===== src/rtl/serial_subtractor.sv =====
// Bit-serial unsigned subtractor: one difference bit per clock, LSB first.
// A request accepted in IDLE takes WIDTH RUN cycles, then a one-cycle DONE pulse.
module serial_subtractor #(
   parameter int WIDTH = 8
) (
   input  logic             clk,
   input  logic             rst_n,
   input  logic             start,
   input  logic [WIDTH-1:0] a,
   input  logic [WIDTH-1:0] b,
   output logic             busy,
   output logic             done,
   output logic [WIDTH-1:0] d,
   output logic             bo
);

   localparam int CW = (WIDTH > 1) ? $clog2(WIDTH) : 1;

   typedef enum logic [1:0] {
      IDLE = 2'd0,
      RUN  = 2'd1,
      DONE = 2'd2
   } state_t;

   state_t           r_state;
   state_t           w_state_next;
   logic [WIDTH-1:0] r_ra;
   logic [WIDTH-1:0] r_rb;
   logic [WIDTH-1:0] r_res;
   logic [CW-1:0]    r_cnt;
   logic             r_borrow;
   logic [WIDTH-1:0] r_d;
   logic             r_bo;

   logic             w_x;
   logic             w_y;
   logic             w_diff;
   logic             w_borrow_next;
   logic             w_last;

   assign w_x           = r_ra[0];
   assign w_y           = r_rb[0];
   assign w_diff        = w_x ^ w_y ^ r_borrow;
   assign w_borrow_next = (~w_x & w_y) | (~(w_x ^ w_y) & r_borrow);
   assign w_last        = (r_cnt == CW'(WIDTH - 1));

   always_ff @(posedge clk) begin
      if (!rst_n) begin
         r_state <= IDLE;
      end else begin
         r_state <= w_state_next;
      end
   end

   always_comb begin
      w_state_next = r_state;
      case (r_state)
         IDLE:    if (start) w_state_next = RUN;
         RUN:     if (w_last) w_state_next = DONE;
         DONE:    w_state_next = IDLE;
         default: w_state_next = IDLE;
      endcase
   end

   always_ff @(posedge clk) begin
      if (!rst_n) begin
         r_ra     <= '0;
         r_rb     <= '0;
         r_res    <= '0;
         r_cnt    <= '0;
         r_borrow <= 1'b0;
         r_d      <= '0;
         r_bo     <= 1'b0;
      end else begin
         case (r_state)
            IDLE: begin
               if (start) begin
                  r_ra     <= a;
                  r_rb     <= b;
                  r_borrow <= 1'b0;
                  r_cnt    <= '0;
               end
            end
            RUN: begin
               // Difference bits enter at the MSB so the first bit ends up at bit 0.
               r_res    <= {w_diff, r_res[WIDTH-1:1]};
               r_borrow <= w_borrow_next;
               r_ra     <= r_ra >> 1;
               r_rb     <= r_rb >> 1;
               if (w_last) begin
                  r_cnt <= '0;
                  r_d   <= {w_diff, r_res[WIDTH-1:1]};
                  r_bo  <= w_borrow_next;
               end else begin
                  r_cnt <= r_cnt + CW'(1);
               end
            end
            default: ;
         endcase
      end
   end

   assign busy = (r_state == RUN);
   assign done = (r_state == DONE);
   assign d    = r_d;
   assign bo   = r_bo;

endmodule


===== config.mk =====
export PLATFORM = sky130hd
export DESIGN_NAME = serial_subtractor
export DESIGN_NICKNAME = d
export VERILOG_FILES = /design/src/rtl/serial_subtractor.sv
export SDC_FILE = /design/constraint.sdc
export NUM_CORES = 1
export LEC_CHECK = 0
export ABC_AREA = 0
export BUFFER_PORTS_ARGS = -buffer_cell sky130_fd_sc_hd__buf_2
export CAP_MARGIN = 30
export CORE_MARGIN = 5
export CORE_UTILIZATION = 40
export CTS_BUF_LIST = sky130_fd_sc_hd__clkbuf_16
export DETAILED_ROUTE_END_ITERATION = 12
export PLACE_DENSITY = 0.69
export SETUP_SLACK_MARGIN = 0.02
export SYNTH_ARGS = -nofsm -noshare
export SYNTH_HDL_FRONTEND = slang
export SYNTH_SLANG_ARGS = --single-unit

===== constraint.sdc =====
create_clock -name clk -period 3.6 [get_ports clk]
set_input_delay 0.36 -clock clk [delete_from_list [all_inputs] [get_ports clk]]
set_output_delay 0.36 -clock clk [all_outputs]
set_load 0.03 [all_outputs]

==> impl_results.md, run 1 <==
* Status: finished, final reports clean
* Multi-input gate area at between 700 and 800 µm²
* Chip Height at 73.23 µm
* Syn avg cell area at 8.884 µm²
* First-pass GRT wire length at 5.644 mm
* Fmax at around 0.47 GHz
* CTS max path bufs at 2
* Fin. Hold Viols at 0
* Total grt overflow at 0
* Via count at approximately 1,300
* Final worst slack at 1.458 ns
* Pre-antenna DRT Iters at 4
* Rel. slew slack at between 50% and 60%
* DPL Wire Length at 2.026 mm
* Reg-to-Reg End: r_ra[0]
* Cell taking the most area after synthesis: dfxtp_1
* Clock transition at path regs at ~0.050 ns
* Crit-path slowest cell: dfxtp_1
* VDD IR max at ~0.26 mV
* Ant diodes at 0
* Hold path endpoint: r_rb[4]
* Clock root cell: clkbuf_16
* RSZ-0062 raised after global routing: false
* WL/cell at between 10 and 15 µm
* CP endpoint kind: primary output
* Largest stage delay, worst path at between 0.7 and 0.8 ns
* Setup-failing EPs final at 0
* Fillers at 390
* R2R depth at 5
* R2r setup slk at 1.90 ns
* H-tree Lvls at 2
* Startpoint Class: register
* Boundary pin count at 30
* HP Start: b[4]
* Seq/Total Area, Yosys at between 40% and 50%
* Flops & latches, synth at 38
* Crit-path leading delay family: flip-flops
* Layout Nets at around 230
* Worst Hold Margin at 0.3373 ns
* PortBufs at 29
* Part of the cycle the worst path needs at between 50% and 60%
* Post_cts resized at 0
* CP Buf/Inv Count at 2
* FP Rows at 23
* Layout cell share with drive strength beyond 1 at about a fifth
* CP Max Fanout at 22
* Worst hold path class: input port to register
* Worst Path Required at 3.24 ns
* Drt total wl at between 3 and 4 mm
* Core area at between 3000 and 4000 µm²
* Overall power at approximately 0.93 mW
* Clock Sinks at 38
* Min cycle time layout at 2.142 ns
* Cts bufs inserted at 5
* Worst Path Arrival at roughly 1.8 ns
* Leak pwr at 0.8119 nW
* Pre-CTS setup slack at 1.771 ns
* Clock tree from TritonCTS: done
* Post-synth EDFFs at 0
* Register area at ~760 µm²
* Final setup TNS at 0 ns
* Most common cell in the netlist: dfxtp_1
* Synth unique cells at 26
* # DRC at 0
* Slew Limit Fails at 0
* Clock Latency Late Sink at roughly 0.28 ns
* Netlist area before placement at about 1600 µm²
* Syn nets at ~200
* Main area contributors after synthesis: dfxtp_1 48%, mux2i_1 9.4%, nand2_1 7.5%
* Initial antenna violation count at 0
* Worst Clk Skew at 0.002995 ns
* Worst r2r src: r_state[0]
* Hold Path Depth at 3
* Post-synth ARST share at 0%
* Power Density at between 400 and 500 nW/µm²
* Placed Instances at approximately 250
* Cts hold-fix bufs at 0
* Yosys warns at 0
* Synth-to-layout area growth at 18.86%
* Largest net degree at the start of global routing at 35
* Die width at around 73 µm
* Post-route ant nets at 0
* Total Routing Usage GR at approximately 14%
* Starting Density at 40.56%
* Global placement routability congestion at between 0.7 and 0.8
* Top-area cell type share of the netlist area at between 40% and 50%
* Top_reg_cell synth: dfxtp_1
* MaxCap Viol Count at 0
* CP cell instances: nand2b_1 -> inv_2 -> buf_2
* Synth cell count leaders: 38 x dfxtp_1, 32 x nand2_1, 19 x nand3_1
* Synthesized instance count at 180
* Post-CTS Repair Setup Buffers at 0
* Tightest Pin Transition at 0.6866 ns
* Vias in the first global route at between 1,000 and 1,500
* Crit path kind: register to primary output
* Die ar. at around 5400 µm²
* Drt initial violations at 69
* Via density at ~5.1
* Post-Layout Cell Count at 255
==> area by class of cell <==
type	count	area share, %
timing repair buffer	32	8.822
sequential	38	40.03
tap	50	3.292
multi-input combinational	123	39.83
inverter	4	0.7900
clock buffer	5	6.583
clock inverter	3	0.6583
==> kinds of logic after synthesis <==
| group | after synthesis | share of synthesized area, % |
|---|---|---|
| mux | 15 | 9.389 |
| simple gates | 63 | 18.23 |
| fa+ha+maj | 3 | 2.817 |
| compound gates | 42 | 16.90 |
| buf+inv | 19 | 5.086 |
| flops | 38 | 47.57 |
==> sequential cells by signal, summed over array words and instances, names as in the netlist <==
signal and count:
d 8, r_ra 8, r_rb 8, r_res 7
r_cnt 3, r_state 2, bo 1, r_borrow 1
==> per-layer routing <==
layer  routed length [µm]  vias to the layer above  GRT usage (%)
met5                    0                        -              0
met4                   70                        0          6.762
met3                  166                        7          4.132
met2                 1364                       27          20.95
met1                 1509                      585          17.25
li1                     -                      676              -
==> power breakdown <==
part / switching (mW) / internal [mW] / leakage [nW]
logic: 0.0439 / 0.0325 / 0.430
registers: 0.00945 / 0.437 / 0.310
clock network: 0.155 / 0.250 / 0.0724
==> metrics by stage <==
stage / util, % / cell area (µm²)
detailed placement: 44.72 / 1763
global route: 48.21 / 1901
floorplan: - / 1599
CTS: 48.21 / 1901
finish: 48.21 / 1901
global placement: 44.72 / 1763
==> worst reg2reg max path, cell delays in order (launching register included) <==
cell	delay, ns
dfxtp_1	0.37
buf_4	0.31
nor2_1	0.09
buf_4	0.20
or3b_4	0.48
o21ai_1	0.18
==> how the worst max path moves through the flow <==
stage,start,endpoint,cells after the start
final,r_state[1],busy,3
after global routing,r_state[1],busy,3
after CTS,r_state[1],busy,3
after detailed placement,r_state[1],busy,3
after global placement,r_state[1],busy,3
after floorplan,r_state[1],done,3
==> placed cells by master, fill, tap and decap left out <==
cell type	n
and3b_1	1
clkinv_1	1
o211ai_1	14
nor2_1	4
nand2_1	32
ha_1	2
a21boi_0	2
buf_2	29
o21ai_0	4
nor3b_1	1
nor2b_1	1
dfxtp_1	38
buf_4	3
o22ai_1	2
mux2i_1	15
clkinv_2	1
o211a_1	1
inv_1	4
fa_1	1
clkbuf_16	5
inv_2	1
and2_1	1
nand3b_1	2
nand3_1	19
a21boi_1	5
nand2b_1	1
or3b_4	1
o21ai_1	14
No activity file was read; power rests on OpenSTA's default activity.
==> run 2, diff against run 1 <==
--- a/config.mk
+++ b/config.mk
@@ -12,7 +12,7 @@
 export CORE_UTILIZATION = 40
 export CTS_BUF_LIST = sky130_fd_sc_hd__clkbuf_16
 export DETAILED_ROUTE_END_ITERATION = 12
-export PLACE_DENSITY = 0.69
+export PLACE_DENSITY = 0.71
 export SETUP_SLACK_MARGIN = 0.02
 export SYNTH_ARGS = -nofsm -noshare
 export SYNTH_HDL_FRONTEND = slang
==> constraint.sdc (replaced) <==
create_clock -name clk -period 1.77 [get_ports clk]
set_input_delay 0.177 -clock clk [delete_from_list [all_inputs] [get_ports clk]]
set_output_delay 0.177 -clock clk [all_outputs]
set_load 0.03 [all_outputs]
==> run 2 against run 1 <==
Net effect: cell count rose by 1.6%; highest routed layer unchanged; via count grew 1.2%; clock skew is 0.00061 ns lower; clock power rose to 2.8 times the previous value; sequential share of layout area fell by 1.7 points.
==> impl_results.md, run 2 (synthesized netlist as in run 1, its figures left out) <==
* CP cell instances: buf_4 -> nand2b_1 -> inv_2 -> buf_2
* Crit path kind: register to primary output
* Internal cell power at 1.770 mW (+150%)
* Cts bufs inserted at 5 (unchanged)
* Ant diodes at 0 (unchanged)
* Final setup TNS at 0 ns (unchanged)
* Leak pwr at 0.8534 nW (+5.1%)
* Drt initial violations at 78 (+13%)
* Crit path capture: busy
* Worst Path Required at 1.59 ns (-1.65 ns)
* Initial antenna violation count at 0 (unchanged)
* Rel. slew slack at 72.50% (+18 points)
* CP Max Fanout at 13 (-41%)
* Starting Density at 40.56% (unchanged)
* Slew Limit Fails at 0 (unchanged)
* Fillers at 370 (-5.1%)
* Cts hold-fix bufs at 0 (unchanged)
* Critical path origin: r_state[0]
* Post-CTS Repair Setup Buffers at 0 (unchanged)
* Clock root cell: clkbuf_16
* Drt total wl at 3.221 mm (+3.6%)
* Post-route ant nets at 0 (unchanged)
* Layout Nets at 230 (+1.8%)
* Fin. Hold Viols at 0 (unchanged)
* FP Rows at 23 (unchanged)
* CP endpoint kind: primary output
* Reported net switching power at 0.4545 mW (+120%)
* Worst Clk Skew at 0.002380 ns (-0.0006147 ns)
* Pre-antenna DRT Iters at 4 (unchanged)
* Reg-to-Reg End: bo
* Worst r2r src: r_cnt[0]
* Clock Latency Late Sink at 0.27 ns (about the same)
* # DRC at 0 (unchanged)
* Largest stage delay, worst path at 0.34 ns (-0.42 ns)
* Core area at 3943 µm² (unchanged)
* Power Density at 1119 nW/µm² (+130%)
* Total Routing Usage GR at 13.78% (+0.14 points)
* Die ar. at 5362 µm² (unchanged)
* Tightest Pin Transition at 0.4119 ns (-0.2747 ns)
* Commonest non-fill, non-tap cell in the layout: dfxtp_1
* MaxCap Viol Count at 0 (unchanged)
* R2r setup slk at 0.33 ns (-1.57 ns)
* Worst hold path class: input port to register
* R2R depth at 5 (unchanged)
* Status: finished, final reports clean
* Crit-path slowest cell: dfxtp_1
* Startpoint Class: register
* DPL Wire Length at 2.168 mm (+7.0%)
* Synth-to-layout area growth at 24.26%
* Via count at 1,311 (+1.2%)
* First-pass GRT wire length at 5.906 mm (+4.6%)
* Clk pwr share at 51.9% (+8.3 points)
* Flop pwr share at 40.8% (-7.4 points)
* Boundary pin count at 30 (unchanged)
* Worst Path Arrival at 1.37 ns (-0.41 ns)
* Post_cts resized at 0 (unchanged)
* PortBufs at 29 (unchanged)
* Clock Sinks at 38 (unchanged)
* Worst Hold Margin at 0.1635 ns (-0.1738 ns)
* Sw Ratio at 20.43% (-2.0 points)
* Part of the cycle the worst path needs at just under 90%
* Largest net degree at the start of global routing at 31 (-11%)
* Clock tree from TritonCTS: done
* H-tree Lvls at 2 (unchanged)
* Most frequent cells in the layout: 38 x dfxtp_1, 32 x nand2_1, 29 x buf_2
* Chip Height at 73.23 µm (unchanged)
* Global placement routability congestion at 0.7120 (-3.5%)
* Die width at 73.23 µm (unchanged)
* CTS max path bufs at 2 (unchanged)
* VDD IR max at 0.6459 mV (+150%)
* Fmax at about 0.64 GHz
* Vias in the first global route at 1,356 (+6.5%)
* Via density at 5.062 (-0.33%)
* WL/cell at 12.44 µm (+2.0%)
* Setup-failing EPs final at 0 (unchanged)
* Clock transition at path regs at 0.06 ns (about the same)
* Power share of the combinational group at 7.3% (-0.9 points)
* Min cycle time layout at around 1.6 ns
* Total grt overflow at 0 (unchanged)
* RSZ-0062 raised after global routing: false
* Layout cell share with drive strength beyond 1 at 22.01% (+2.5 points)
==> run 2: final cells by class <==
type	instances	area, µm²	area share [%]
Tap cell	50	62.56	3.149
Multi-Input combinational cell	123	757.0	38.10
Sequential cell	38	760.7	38.29
Clock inverter	3	68.82	3.463
Inverter	4	15.01	0.7557
Clock buffer	5	125.1	6.297
Timing Repair Buffer	36	197.7	9.950
==> run 2: stage by stage <==
step | cells | power (mW) | util, % | instance area (µm²) | setup WS (ns)
3_5_place_dp | 251 | 1.091 | 45.48 | 1793 | 0.3402
5_1_grt | 259 | 2.315 | 50.40 | 1987 | 0.1364
4_1_cts | 259 | 2.246 | 50.40 | 1987 | 0.1993
2_1_floorplan | 180 | 1.037 | - | 1599 | 0.2988
3_3_place_gp | 251 | 1.088 | 45.48 | 1793 | 0.3805
6_report | 259 | 2.224 | 50.40 | 1987 | 0.2188
==> run 2: worst min-delay path by stage <==
| stage | startpoint | endpoint | cells after the start |
|---|---|---|---|
| 2_1_floorplan | a[7] | r_ra[7] | 2 |
| 3_3_place_gp | d[5] | d[5] | 2 |
| 3_5_place_dp | d[2] | d[2] | 2 |
| 4_1_cts | b[7] | r_rb[7] | 3 |
| 5_1_grt | a[3] | r_ra[3] | 3 |
| 6_report | b[5] | r_rb[5] | 3 |
==> run 2: per-layer routing <==
metal,wire [µm],part of all wire (%),vias to the layer above,track usage (%)
li1,-,-,684,-
met1,1491,46,598,17.13
met2,1563,49,27,23.44
met3,151,4.7,2,3.581
met4,15,0.47,0,3.689
met5,0,0,-,0
==> run 2: critical path: cells and delay by family, from the launching register on <==
family	cells	cell delay [ns]
buffers and inverters	3	0.65
AND/OR/NAND/NOR	1	0.11
flip-flops	1	0.34
==> run 2: power groups by stage <==
stage	logic [mW]	registers, mW	clock network [mW]
after global routing	0.184	0.911	1.22
after global placement	0.163	0.925	0
after detailed placement	0.164	0.926	0
after floorplan	0.116	0.921	0
after CTS	0.165	0.907	1.17
final	0.163	0.907	1.15
